**src/rtl/i2s_tx_serializer.sv**
```systemverilog
`timescale 1ns/1ps
// I2S master transmitter: generates SCK/WS, pops MSB-aligned samples from an
// FWFT TX FIFO at each slot boundary and shifts them out MSB-first on SDO in
// standard I2S or left-justified framing with fixed 32-bit slots.
module i2s_tx_serializer (
  input  logic        clk,
  input  logic        rst_n,
  input  logic        en,
  input  logic [7:0]  sck_prescaler,
  input  logic [5:0]  sample_size,
  input  logic        left_justified,
  input  logic [1:0]  channels,
  input  logic        fifo_empty,
  input  logic [31:0] fifo_rdata,
  output logic        fifo_rd,
  output logic        sck,
  output logic        ws,
  output logic        sdo,
  output logic        underrun
);

  localparam int unsigned DataW = 32;
  localparam int unsigned PresW = 8;
  localparam int unsigned CtrW  = 5;
  localparam int unsigned SizeW = 6;

  logic [PresW-1:0] presc_q, presc_d;
  logic             sck_q, sck_d;
  logic [CtrW-1:0]  bit_ctr_q, bit_ctr_d;
  logic             ws_q, ws_d;
  logic [DataW-1:0] sr_q, sr_d;
  logic             d_lj_q, d_lj_d;
  logic             sdo_q, sdo_d;
  logic             lj_q, lj_d;
  logic             underrun_q, underrun_d;

  logic             tick;
  logic             fall_tick;
  logic             boundary;
  logic             chan_en;
  logic [SizeW-1:0] size_eff;
  logic [SizeW-1:0] shamt;
  logic [DataW-1:0] load_word;

  // Clamp the sample size and MSB-align the FIFO head word, zero-filling the tail.
  always_comb begin
    size_eff = sample_size;
    if ((sample_size == '0) || (sample_size > SizeW'(DataW))) begin
      size_eff = SizeW'(DataW);
    end
    shamt     = SizeW'(DataW) - size_eff;
    load_word = fifo_rdata << shamt;
  end

  // Prescaler/SCK generation, slot-boundary load, shifting and SDO framing.
  always_comb begin
    presc_d    = presc_q;
    sck_d      = sck_q;
    bit_ctr_d  = bit_ctr_q;
    ws_d       = ws_q;
    sr_d       = sr_q;
    d_lj_d     = d_lj_q;
    sdo_d      = sdo_q;
    lj_d       = lj_q;
    underrun_d = 1'b0;
    fifo_rd    = 1'b0;

    tick      = en && (presc_q == '0);
    fall_tick = tick && sck_q;
    boundary  = fall_tick && (bit_ctr_q == CtrW'(DataW - 1));
    // The new slot takes the inverted ws: leaving the right slot enters left.
    chan_en   = ws_q ? channels[1] : channels[0];

    if (en) begin
      if (tick) begin
        presc_d = sck_prescaler;
        sck_d   = ~sck_q;
      end else begin
        presc_d = presc_q - PresW'(1);
      end
    end

    if (fall_tick) begin
      bit_ctr_d = bit_ctr_q + CtrW'(1);
      if (boundary) begin
        ws_d = ~ws_q;
        lj_d = left_justified;
        if (chan_en && !fifo_empty) begin
          fifo_rd = 1'b1;
          sr_d    = load_word;
        end else begin
          sr_d       = '0;
          underrun_d = chan_en;
        end
      end else begin
        sr_d = {sr_q[DataW-2:0], 1'b0};
      end
      d_lj_d = sr_d[DataW-1];
      // Standard I2S emits the previous fall's bit, giving the one-SCK delay.
      sdo_d  = lj_d ? d_lj_d : d_lj_q;
    end
  end

  // State registers; ws idles on the right channel so the first slot is empty.
  always_ff @(posedge clk or negedge rst_n) begin
    if (!rst_n) begin
      presc_q    <= '0;
      sck_q      <= 1'b0;
      bit_ctr_q  <= '0;
      ws_q       <= 1'b1;
      sr_q       <= '0;
      d_lj_q     <= 1'b0;
      sdo_q      <= 1'b0;
      lj_q       <= 1'b0;
      underrun_q <= 1'b0;
    end else begin
      presc_q    <= presc_d;
      sck_q      <= sck_d;
      bit_ctr_q  <= bit_ctr_d;
      ws_q       <= ws_d;
      sr_q       <= sr_d;
      d_lj_q     <= d_lj_d;
      sdo_q      <= sdo_d;
      lj_q       <= lj_d;
      underrun_q <= underrun_d;
    end
  end

  assign sck      = sck_q;
  assign ws       = ws_q;
  assign sdo      = sdo_q;
  assign underrun = underrun_q;

endmodule

```
**config.mk**
```make
export PLATFORM = sky130hd
export DESIGN_NAME = i2s_tx_serializer
export DESIGN_NICKNAME = d
export VERILOG_FILES = /design/src/rtl/i2s_tx_serializer.sv
export SDC_FILE = /design/constraint.sdc
export NUM_CORES = 1
export LEC_CHECK = 0
export CORE_MARGIN = 3
export CORE_UTILIZATION = 45
export CTS_CLUSTER_SIZE = 8
export DETAILED_ROUTE_END_ITERATION = 12
export MAX_ROUTING_LAYER = met4
export PLACE_DENSITY = 0.7
export SLEW_MARGIN = 20
export SYNTH_ARGS = -nofsm -noshare
export SYNTH_HDL_FRONTEND = slang
export SYNTH_SLANG_ARGS = --single-unit
```
**constraint.sdc**
```tcl
create_clock -name clk -period 3.5 [get_ports clk]
set_input_delay 0.875 -clock clk [delete_from_list [all_inputs] [get_ports clk]]
set_output_delay 0.875 -clock clk [all_outputs]
set_load 0.01 [all_outputs]
```
Yosys cells after proc, flatten, opt, wreduce, memory -nomap -nowiden
Cells that the tools add are included.

operators by class
  bitwise gates (word level) = 2
  eq/ne operators = 1
  $lt $le $gt $ge = 1
  add/sub/neg operators = 3
  shifts and indexed selects = 1
  mux-type cells = 14
  reduce and logical (&&, ||, !) cells = 10

operator list
  cell                                                                number
  32-bit 2-to-1 mux                                                   2
  32-bit by 6-bit << shifter with 32-bit output                       1
  1-bit 2-to-1 mux                                                    10
  8-bit zero test                                                     1
  8-bit 2-to-1 mux                                                    1
  8-bit by 1-bit subtractor with 8-bit output, second input constant  1
  6-bit greater-than comparator, second input constant                1
  6-bit zero test                                                     1
  6-bit 2-to-1 mux                                                    1
  6-bit subtractor, first input constant                              1
  5-bit by 1-bit adder with 5-bit output, second input constant       1
  5-bit equality test, second input constant                          1
  1-bit logical AND                                                   4
  2-bit AND reduction                                                 2
  1-bit NOT                                                           2
  1-bit zero test                                                     1
  1-bit logical OR                                                    1

word-level totals
  bits in registers = 50
  input bits = 53
  word-level logic and storage cells = 41

Depth between registers and ports, before layout
Gate-level depths: netlist (run 1).

  word-level depth = 8
  depth in mapped cells = 16
  gate-level depth less buffers = 9

Worst setup path before layout (run 1)
OpenSTA, ideal clock, no wires.

  path kind = input to register
  from = input port sample_size[5]
  to = register sr_q[23]
  required time = 3362 ps
  arrival = 3592 ps
  library setup time = 138 ps
  buffers on the path = 7
  path slack = -230 ps
  cell stages on the path = 16
  path through = buf_6 -> nor2b_2 -> buf_4 -> inv_2 -> buf_2 -> buf_2 -> ha_1 -> buf_4 -> buf_6 -> buf_2 -> mux2i_1 -> mux2i_1 -> mux2i_1 -> mux2i_1 -> a221oi_1 -> o21ai_0

on the way
  cells in the longest elaborated chain, start to end = 7
  elaborated cells on any way between the ends = 8
  classes of those cells = add/sub: 1; order compare: 1; shift: 1; mux: 3; reduce/logical: 2

ends and longest elaborated chain
  what                                                                     RTL line  RTL
  start: declaration                                                       10        input logic [5:0] sample_size,
  6-bit greater-than comparator / 6-bit zero test (equally long branches)  48        if ((sample_size == '0) || (sample_size > SizeW'(DataW))) begin
  1-bit logical OR                                                         48
  6-bit 2-to-1 mux (*)                                                     48
  6-bit subtractor (*)                                                     51        shamt = SizeW'(DataW) - size_eff;
  32-bit by 6-bit << shifter with 32-bit output (*)                        52        load_word = fifo_rdata << shamt;
  32-bit 2-to-1 mux (*)                                                    88        if (chan_en && !fifo_empty) begin
  32-bit 2-to-1 mux (*)                                                    85        if (boundary) begin
  end signal: assignment                                                   121       sr_q <= sr_d;
  end: declaration                                                         31        logic [DataW-1:0] sr_q, sr_d;

Mark *: on every way between the ends. The rest lies on a longest branch, timed or not.
A chain may end at the register's enable or synchronous reset.

Final worst setup path (run 1)
  from = input port sample_size[5]
  to = register sr_q[21]

The elaborated chain is that of the path after synthesis.

==> summary.md, run 1 <==
| Metric | Value |
|---|---|
| Yosys reg bits | 50 |
| Overflow after GRT | 0 |
| Drc violations | 0 |
| Worst VDD drop | 0.190 mV |
| Antenna Cells | 0 |
| FFs w/ async S/R, synth | 100% |
| Most frequent cell after synthesis | nand2_1 |
| Post-synth top area share | 27.9% |
| H-tree depth | 2 |
| Ys flop type | dfrtp_1 |
| Tot GR Track Use | 24.4% |
| Largest net degree at the start of global routing | 39 |
| Final Hold Viols | 0 |
| DRT Wirelength | 13,100 um |
| Boundary pin count | 58 |
| Area Overhead vs Synth | 27.5% |
| Clock power frac | 17.5% |
| Period utilization | 96.0% |
| Port Buffers | 57 |
| Clk root buf | clkbuf_8 |
| Wire per inst | 18.5 um |
| Post-route minimum period | 3.36 ns |
| Share of layout cells above drive strength 1 | 22.5% |
| Synth area leaders | dfrtp_1 (28%), mux2i_1 (8.4%), mux4_2 (7.7%) |
| Initial Utilization | 46.8% |
| Syn Area/Cell | 9.12 sq um |
| Core footprint | 0.00937 sq mm |
| Fillers | 845 |
| Clock Sinks | 50 |
| Vias in the first global route | 4,085 |
| Area leader, netlist | dfrtp_1 |
| CTS tree | yes |
| Critical setup path kind | primary input to flop |
| Worst-Skew Late Latency | 0.31 ns |
| R2r setup slk | 0.99 ns |
| CTS resizes | 0 |
| Internal | 1.29 mW |
| Chip width | 105 um |
| RSZ-0062 raised after global routing | no |
| Endpoints failing setup | 0 |
| First-pass GRT wire length | 21,300 um |
| Total CTS buffers | 5 |
| CP max FO | 14 |
| Initial antenna violation count | 0 |
| Slew @ Worst Pin | 0.732 ns |
| Relative slew margins | 51.2% |
| Distinct cells, synth | 71 |
| Post-synthesis net count | 538 |
| Clk buf depth | 2 |
| CP Data Required Time | 3.69 ns |
| Power share of the sequential group | 40.1% |
| Post-DP HPWL | 9950 um |
| Number of setup buffers added after CTS | 0 |
| Row count | 35 |
| Mapped Cells | 481 |
| Routed Antenna Nets | 0 |
| Routed vias/inst | 6.12 |
| Worst setup SP type | primary input |
| Via count | 4,323 |
| Status | finished, final reports clean |
| P_sw | 747 uW |
| Clock skew | 0.0124 ns |
| Post-synthesis sequential area ratio | 28.5% |
| Logic pwr share | 42.4% |
| P_leak | 2.34 nW |
| Placement Setup Slack | -0.164 ns |
| Drt pass-1 iters | 5 |
| Top post-synthesis cells by count | nand2_1 (56), dfrtp_1 (49), mux2i_1 (37), nor2_1 (37), a21oi_1 (31) |
| Post-route setup slack | 0.139 ns |
| PD cells | 363 mW/mm^2 |
| Fin nets | 633 |
| FMAX | 298 MHz |
| Post-synth EDFFs | 0 |
| Max Cap Viol | 0 |
| Crit. End Element | flop |
| Post-Syn Area | 0.00439 sq mm |
| Sw frac | 36.8% |
| Initial drt markers | 410 |
| Worst path arrival time | 3.55 ns |
| Die area | 0.0110 sq mm |
| Total power | 2.03 mW |
| Max Slew Vio Count | 0 |
| RD Place Congestion | 0.914 |
| CTS clk-pin slew, worst paths | 0.10 ns |
| Synth warnings | 0 |
| Die Y | 105 um |
| Cts hold-fix bufs | 0 |
| Path type of the worst min-delay path | flop to flop |
-- metrics by stage --
step           TNS [ns]  utilization (%)  instance area (sq um)  std cells  hold slack, ns
4_1_cts               0             59.6                   5580        705           0.494
6_report              0             59.7                   5600        706           0.485
5_1_grt               0             59.7                   5600        706           0.516
3_3_place_gp     -0.770             58.6                   5490        697           0.458
2_1_floorplan         0                -                   4440        481           0.439
3_5_place_dp      -1.61             58.6                   5490        697           0.475
-- cell families (layout without fill, tap and decap cells) --
family	Yosys count	after routing	synth area share, %
xor+xnor	8	8	2.20
flops	50	50	28.5
mux	74	74	22.5
simple gates	160	160	18.6
fa+ha+maj	4	4	1.14
compound gates	132	132	20.4
buf+inv	53	149	6.64
-- path summary, 6_finish.rpt --
kind / startpoint / to / cells after the start
max: sample_size[5] / sr_q[21]$_DFFE_PN0P_ / 9
min: bit_ctr_q[3]$_DFFE_PN0P_ / bit_ctr_q[3]$_DFFE_PN0P_ / 1
max reg2reg: bit_ctr_q[0]$_DFFE_PN0P_ / sdo$_DFFE_PN0P_ / 11
min reg2reg: bit_ctr_q[3]$_DFFE_PN0P_ / bit_ctr_q[3]$_DFFE_PN0P_ / 1
max in group asynchronous: rst_n / ws$_DFFE_PN1P_ / 2
min in group asynchronous: rst_n / sr_q[28]$_DFFE_PN0P_ / 1
-- flip-flops by register name, summed over array words and instances, names as in the netlist --
signal     flops
bit_ctr_q      5
d_lj_q         1
lj_q           1
presc_q        8
sck            1
sdo            1
sr_q          31
underrun       1
ws             1
-- final cells by class --
| type | count | area (sq um) | area share [%] |
|---|---|---|---|
| clock buffer | 5 | 68.8 | 1.23 |
| clock inverter | 3 | 23.8 | 0.425 |
| inverter | 13 | 51.3 | 0.917 |
| multi-input combinational | 378 | 2870 | 51.3 |
| sequential | 50 | 1250 | 22.4 |
| tap | 129 | 161 | 2.88 |
| timing repair buffer | 128 | 1160 | 20.8 |
-- power groups by stage --
stage / Clock, mW / Sequential [mW] / Combinational, mW
floorplan: 0 / 0.799 / 0.556
finish: 0.355 / 0.816 / 0.862
global placement: 0 / 0.818 / 0.829
detailed placement: 0 / 0.824 / 0.849
global route: 0.380 / 0.834 / 0.941
CTS: 0.361 / 0.813 / 0.851
-- worst max-delay path, cell delays in order --
cell             delay [ns]
clkdlybuf4s50_1        0.49
nand2b_1               0.22
ha_4                   0.41
buf_6                  0.21
mux2_2                 0.37
mux4_2                 0.49
mux2i_1                0.21
o221a_1                0.22
o21ai_1                0.06
-- per-layer routing --
layer	part of all wire (%)	global-route usage, %
met4	1.3	5.25
met3	6.6	2.72
met2	46	37.1
met5	0	-
met1	46	35.5
-- layout by cell type (no fill, tap or decap), types with 3 or more instances in the layout --
| master | instances |
|---|---|
| dfrtp_1 | 49 |
| a211oi_1 | 8 |
| buf_4 | 65 |
| buf_12 | 5 |
| o21ai_1 | 10 |
| o21a_1 | 4 |
| mux2i_1 | 37 |
| xnor2_1 | 5 |
| clkbuf_8 | 5 |
| mux2_2 | 19 |
| a21oi_1 | 31 |
| nor4_1 | 7 |
| nor3b_1 | 3 |
| or3_1 | 7 |
| o221ai_1 | 5 |
| nand4_1 | 5 |
| inv_1 | 12 |
| nand2_1 | 56 |
| a211o_1 | 3 |
| nand3_1 | 8 |
| nor3_1 | 9 |
| clkdlybuf4s50_1 | 56 |
| o21ai_0 | 16 |
| and3_1 | 9 |
| o211ai_1 | 10 |
| a31oi_1 | 9 |
| nor2_1 | 37 |
| mux4_2 | 15 |
| a32oi_1 | 3 |
| ha_1 | 3 |
| a221oi_1 | 10 |
(Power assumes the default switching activity.)
==> inputs of run 2 (changes only) <==
Settings changed: CTS_CLUSTER_SIZE 8 to not set.
==> results of run 2 <==
Final layout, timing and power as in run 1 (identical DEF).
==> RTL change 1 (config.mk and constraints of run 2) <==
Register the input `sck_prescaler` before use, cleared by the reset. The logic sees it one clock later. The other inputs are not delayed to match.
--- a/src/rtl/i2s_tx_serializer.sv
+++ b/src/rtl/i2s_tx_serializer.sv
@@ -23,6 +23,16 @@
   localparam int unsigned PresW = 8;
   localparam int unsigned CtrW  = 5;
   localparam int unsigned SizeW = 6;
+
+  logic [7:0] sck_prescaler_q;
+
+  always_ff @(posedge clk or negedge rst_n) begin
+    if (!rst_n) begin
+      sck_prescaler_q <= '0;
+    end else begin
+      sck_prescaler_q <= sck_prescaler;
+    end
+  end
 
   logic [PresW-1:0] presc_q, presc_d;
   logic             sck_q, sck_d;
@@ -73,7 +83,7 @@
 
     if (en) begin
       if (tick) begin
-        presc_d = sck_prescaler;
+        presc_d = sck_prescaler_q;
         sck_d   = ~sck_q;
       end else begin
         presc_d = presc_q - PresW'(1);
Behaviour: not the same (Yosys sat finds a counterexample within 4 cycles, from zero or initial values and one cycle with rst_n low).
==> RTL change 1 against run 2 <==
Routed wire length shrank 7.3%; final area grew 1.0%; final cell count shrank 4.8%; power grew 31%; global-route usage shrank 0.88 points; area after synthesis shrank 2.4%; synthesized cell count shrank 8.7%; worst setup slack gained 0.072 ns; critical path depth grew 2; utilization grew 3.3 points; sequential cell count grew 8; clock power grew 100%.
==> RTL change 1: results (changes against run 2) <==
sequential-to-total area share from yosys stat 0.339 (+0.0538); Post-synth top cells dfrtp_1 (57), nand2_1 (54), mux2i_1 (42), a21oi_1 (30), nor2_1 (29); total length of routed met2 wires 6210 µm (+2.8%); Synth cell types 64 (-9.9%); vias 4022 (-7.0%); post-route insts no fill 672 (-4.8%); pre-CTS WS -0.125 ns (+0.0394 ns); # fillers 762 (-9.8%); Final HPWL DP 9440 µm (-5.1%); Worst Skew 0.00710 ns (-0.00527 ns); Global Route met1 Usage 0.289 (-0.0663); Synth Area in Adders 0.0117 (+0.000283); met1 WL 5000 µm (-17%); vias in the first global route 4087 (+0.049%); worst-skew pair later-pin latency 0.33 ns (+0.02 ns); syn nets 496 (-7.8%); met2 global-route usage 0.399 (+0.0274); met3 wire len 674 µm (-22%); Signal buf overhead 0.201 (-0.00765); DR WL/cell 18.0 µm (-2.6%); WP data arrival 3.53 ns (-0.02 ns); Avg Synthesized Cell Area 9.75 µm² (+6.9%); worst setup path startpoint sample_size[0]; largest cells by area after synthesis dfrtp_1 (33%), mux4_2 (13%), mux2i_1 (9.8%); critical path endpoint sr_q[7]$_DFFE_PN0P_; biggest regs sr_q (31), presc_q (8), sck_prescaler_q (8); slowest stage delay, CP 0.41 ns (-0.08 ns); Reg2Reg Launch Point presc_q[6]$_DFFE_PN0P_; Clock buffer cells 12 (+7); buffers outside the clock class 124 (-3.1%); xor and xnor fraction of the mapped netlist area 0.0187 (-0.00325); outcome finished clean
[RTL change 1: cell count changes in the layout (fill, tap and decap cells not counted), moves of 7 or more]
| cell | before | now |
|---|---|---|
| mux2_2 | 19 | 6 |
| nand3_1 | 8 | 18 |
| mux4_2 | 15 | 24 |
| dfrtp_1 | 49 | 57 |
| nor2_1 | 37 | 29 |
| clkbuf_8 | 5 | 12 |
| o21ai_1 | 10 | 3 |
[RTL change 1: worst max-delay path, delay by kind of cell]
kind / cells / cell delay, ns
and+or+nand+nor: 4 / 1.12
AOI/OAI and AO/OA: 3 / 0.57
buffers and inverters: 3 / 0.64
adders and majority gates: 1 / 0.34
[RTL change 1: stage by stage]
stage               utilization  hold WS, ns
floorplan                     -        0.435
global placement          0.603        0.459
detailed placement        0.603        0.467
CTS                       0.629        0.458
global route              0.630        0.468
finish                    0.630        0.461
[RTL change 1: power by group]
part / switching, µW / internal, µW
logic: 446 / 483
clock network: 258 / 458
registers: 137 / 876
total: 840 / 1820
==> RTL change 2 (config.mk and constraints of run 2) <==
Made on the original files. Set the localparam `DataW` to 48 (it was 32).
--- a/src/rtl/i2s_tx_serializer.sv
+++ b/src/rtl/i2s_tx_serializer.sv
@@ -19,7 +19,7 @@
   output logic        underrun
 );
 
-  localparam int unsigned DataW = 32;
+  localparam int unsigned DataW = 48;
   localparam int unsigned PresW = 8;
   localparam int unsigned CtrW  = 5;
   localparam int unsigned SizeW = 6;
Check against the original RTL: no difference found for any inputs over 10 cycles, from zero or initial values and one cycle with rst_n low; that may be too few to reach the edited logic, so the function may still have changed.
==> RTL change 2 against run 2 <==
Routed wire length up 60%; area after synthesis up 35%; die area up 32%; combinational power up 80%; global-route usage up 5.6 points; sequential share of layout area down 1.4 points; via count up 44%; power up 88%; non-clock buffer count up 62; sequential cell count up 16; worst setup slack worse by 0.078 ns; hold slack worse by 0.0021 ns; final area up 41%; critical endpoint is now sr_q[44]$_DFFE_PN0P_; largest cell class unchanged.
==> RTL change 2: results (changes against run 2) <==
first-pass GRT wire length 33200 µm (+56%); Reg power frac 0.324 (-0.077); Slowest-stage cell, CP mux4_2; Worst Hold Launch sr_q[6]$_DFFE_PN0P_; Leak Pwr 0.00341 µW (+46%); R2R setup slack 0.86 ns (-0.13 ns); GRT Util Overall 0.300 (+0.0557); biggest regs sr_q (47), presc_q (8), bit_ctr_q (5); outcome finished clean; buffers outside the clock class 190 (+48%); Root Driver clkbuf_16; WHS Path Cells 2 (+1); Nets 897 (+42%); Max transition margin 0.441 (-0.0710); largest cells by area after synthesis dfrtp_1 (28%), mux2i_1 (11%), nand2_1 (5.5%); crit path max fanout 40 (+26); Worst VDD drop 206 µV (+7.9%); vias in the first global route 6188 (+51%); syn nets 755 (+40%); critical path endpoint sr_q[44]$_DFFE_PN0P_; share of layout cells above drive strength 1 0.245 (+0.0197); DR WL/cell 20.6 µm (+11%); Synth Register Bits 66 (+32%); sequential-to-total area share from yosys stat 0.280 (-0.00538); FF-to-FF End sr_q[38]$_DFFE_PN0P_; routability cong. 1.01 (+11%); Clk pwr share 0.271 (+0.096); Vias/cell 6.13 (+0.12%); slowest stage delay, CP 0.60 ns (+0.11 ns); Power Internal 2480 µW (+93%)
==> RTL change 2: worst register-to-register path: stages, from the launching register on <==
cell and delay (ns):
dfrtp_1 0.38, ha_1 0.18, and3_1 0.16, ha_1 0.18
buf_4 0.25, inv_1 0.08, nor3_1 0.70, and3_1 0.35
a311oi_1 0.12, o21ai_0 0.17
==> RTL change 2: timing repair <==
| item | CTS | global route |
|---|---|---|
| pin swaps | 0 | 1 |
| gates cloned | 0 | 0 |
| endpoints found under the setup margin | 17 | 16 |
| resized for setup | 4 | 8 |
| setup buffers | 0 | 1 |
==> RTL change 2: stage by stage <==
stage / instances / setup slack (ns) / instance area, µm² / total power (µW) / setup TNS [ns]
after global placement: 1000 / -0.431 / 7480 / 2700 / -11.65
after detailed placement: 1000 / -0.492 / 7480 / 2750 / -14.52
final: 1017 / 0.0608 / 7880 / 3820 / 0
after CTS: 1016 / 0.0524 / 7840 / 3800 / 0
after floorplan: 698 / 0.0118 / 5950 / 2120 / 0
after global routing: 1017 / -0.0498 / 7880 / 4040 / -0.157
==> RTL change 2: cell families after synthesis <==
| kind of cell | count (synthesis) | synth area share |
|---|---|---|
| compound gates | 203 | 0.237 |
| xor+xnor | 7 | 0.0148 |
| fa+ha+maj | 4 | 0.00848 |
| buf+inv | 77 | 0.0634 |
| flops | 66 | 0.280 |
| mux | 92 | 0.191 |
| simple gates | 249 | 0.205 |
==> RTL change 2: metal layers <==
layer | wire [µm] | GRT usage | vias to the layer above
met1 | 9020 | 0.396 | 3010
met4 | 958 | 0.152 | 0
li1 | - | - | 2918
met3 | 1320 | 0.0491 | 56
met2 | 9610 | 0.448 | 251
met5 | 0 | - | -
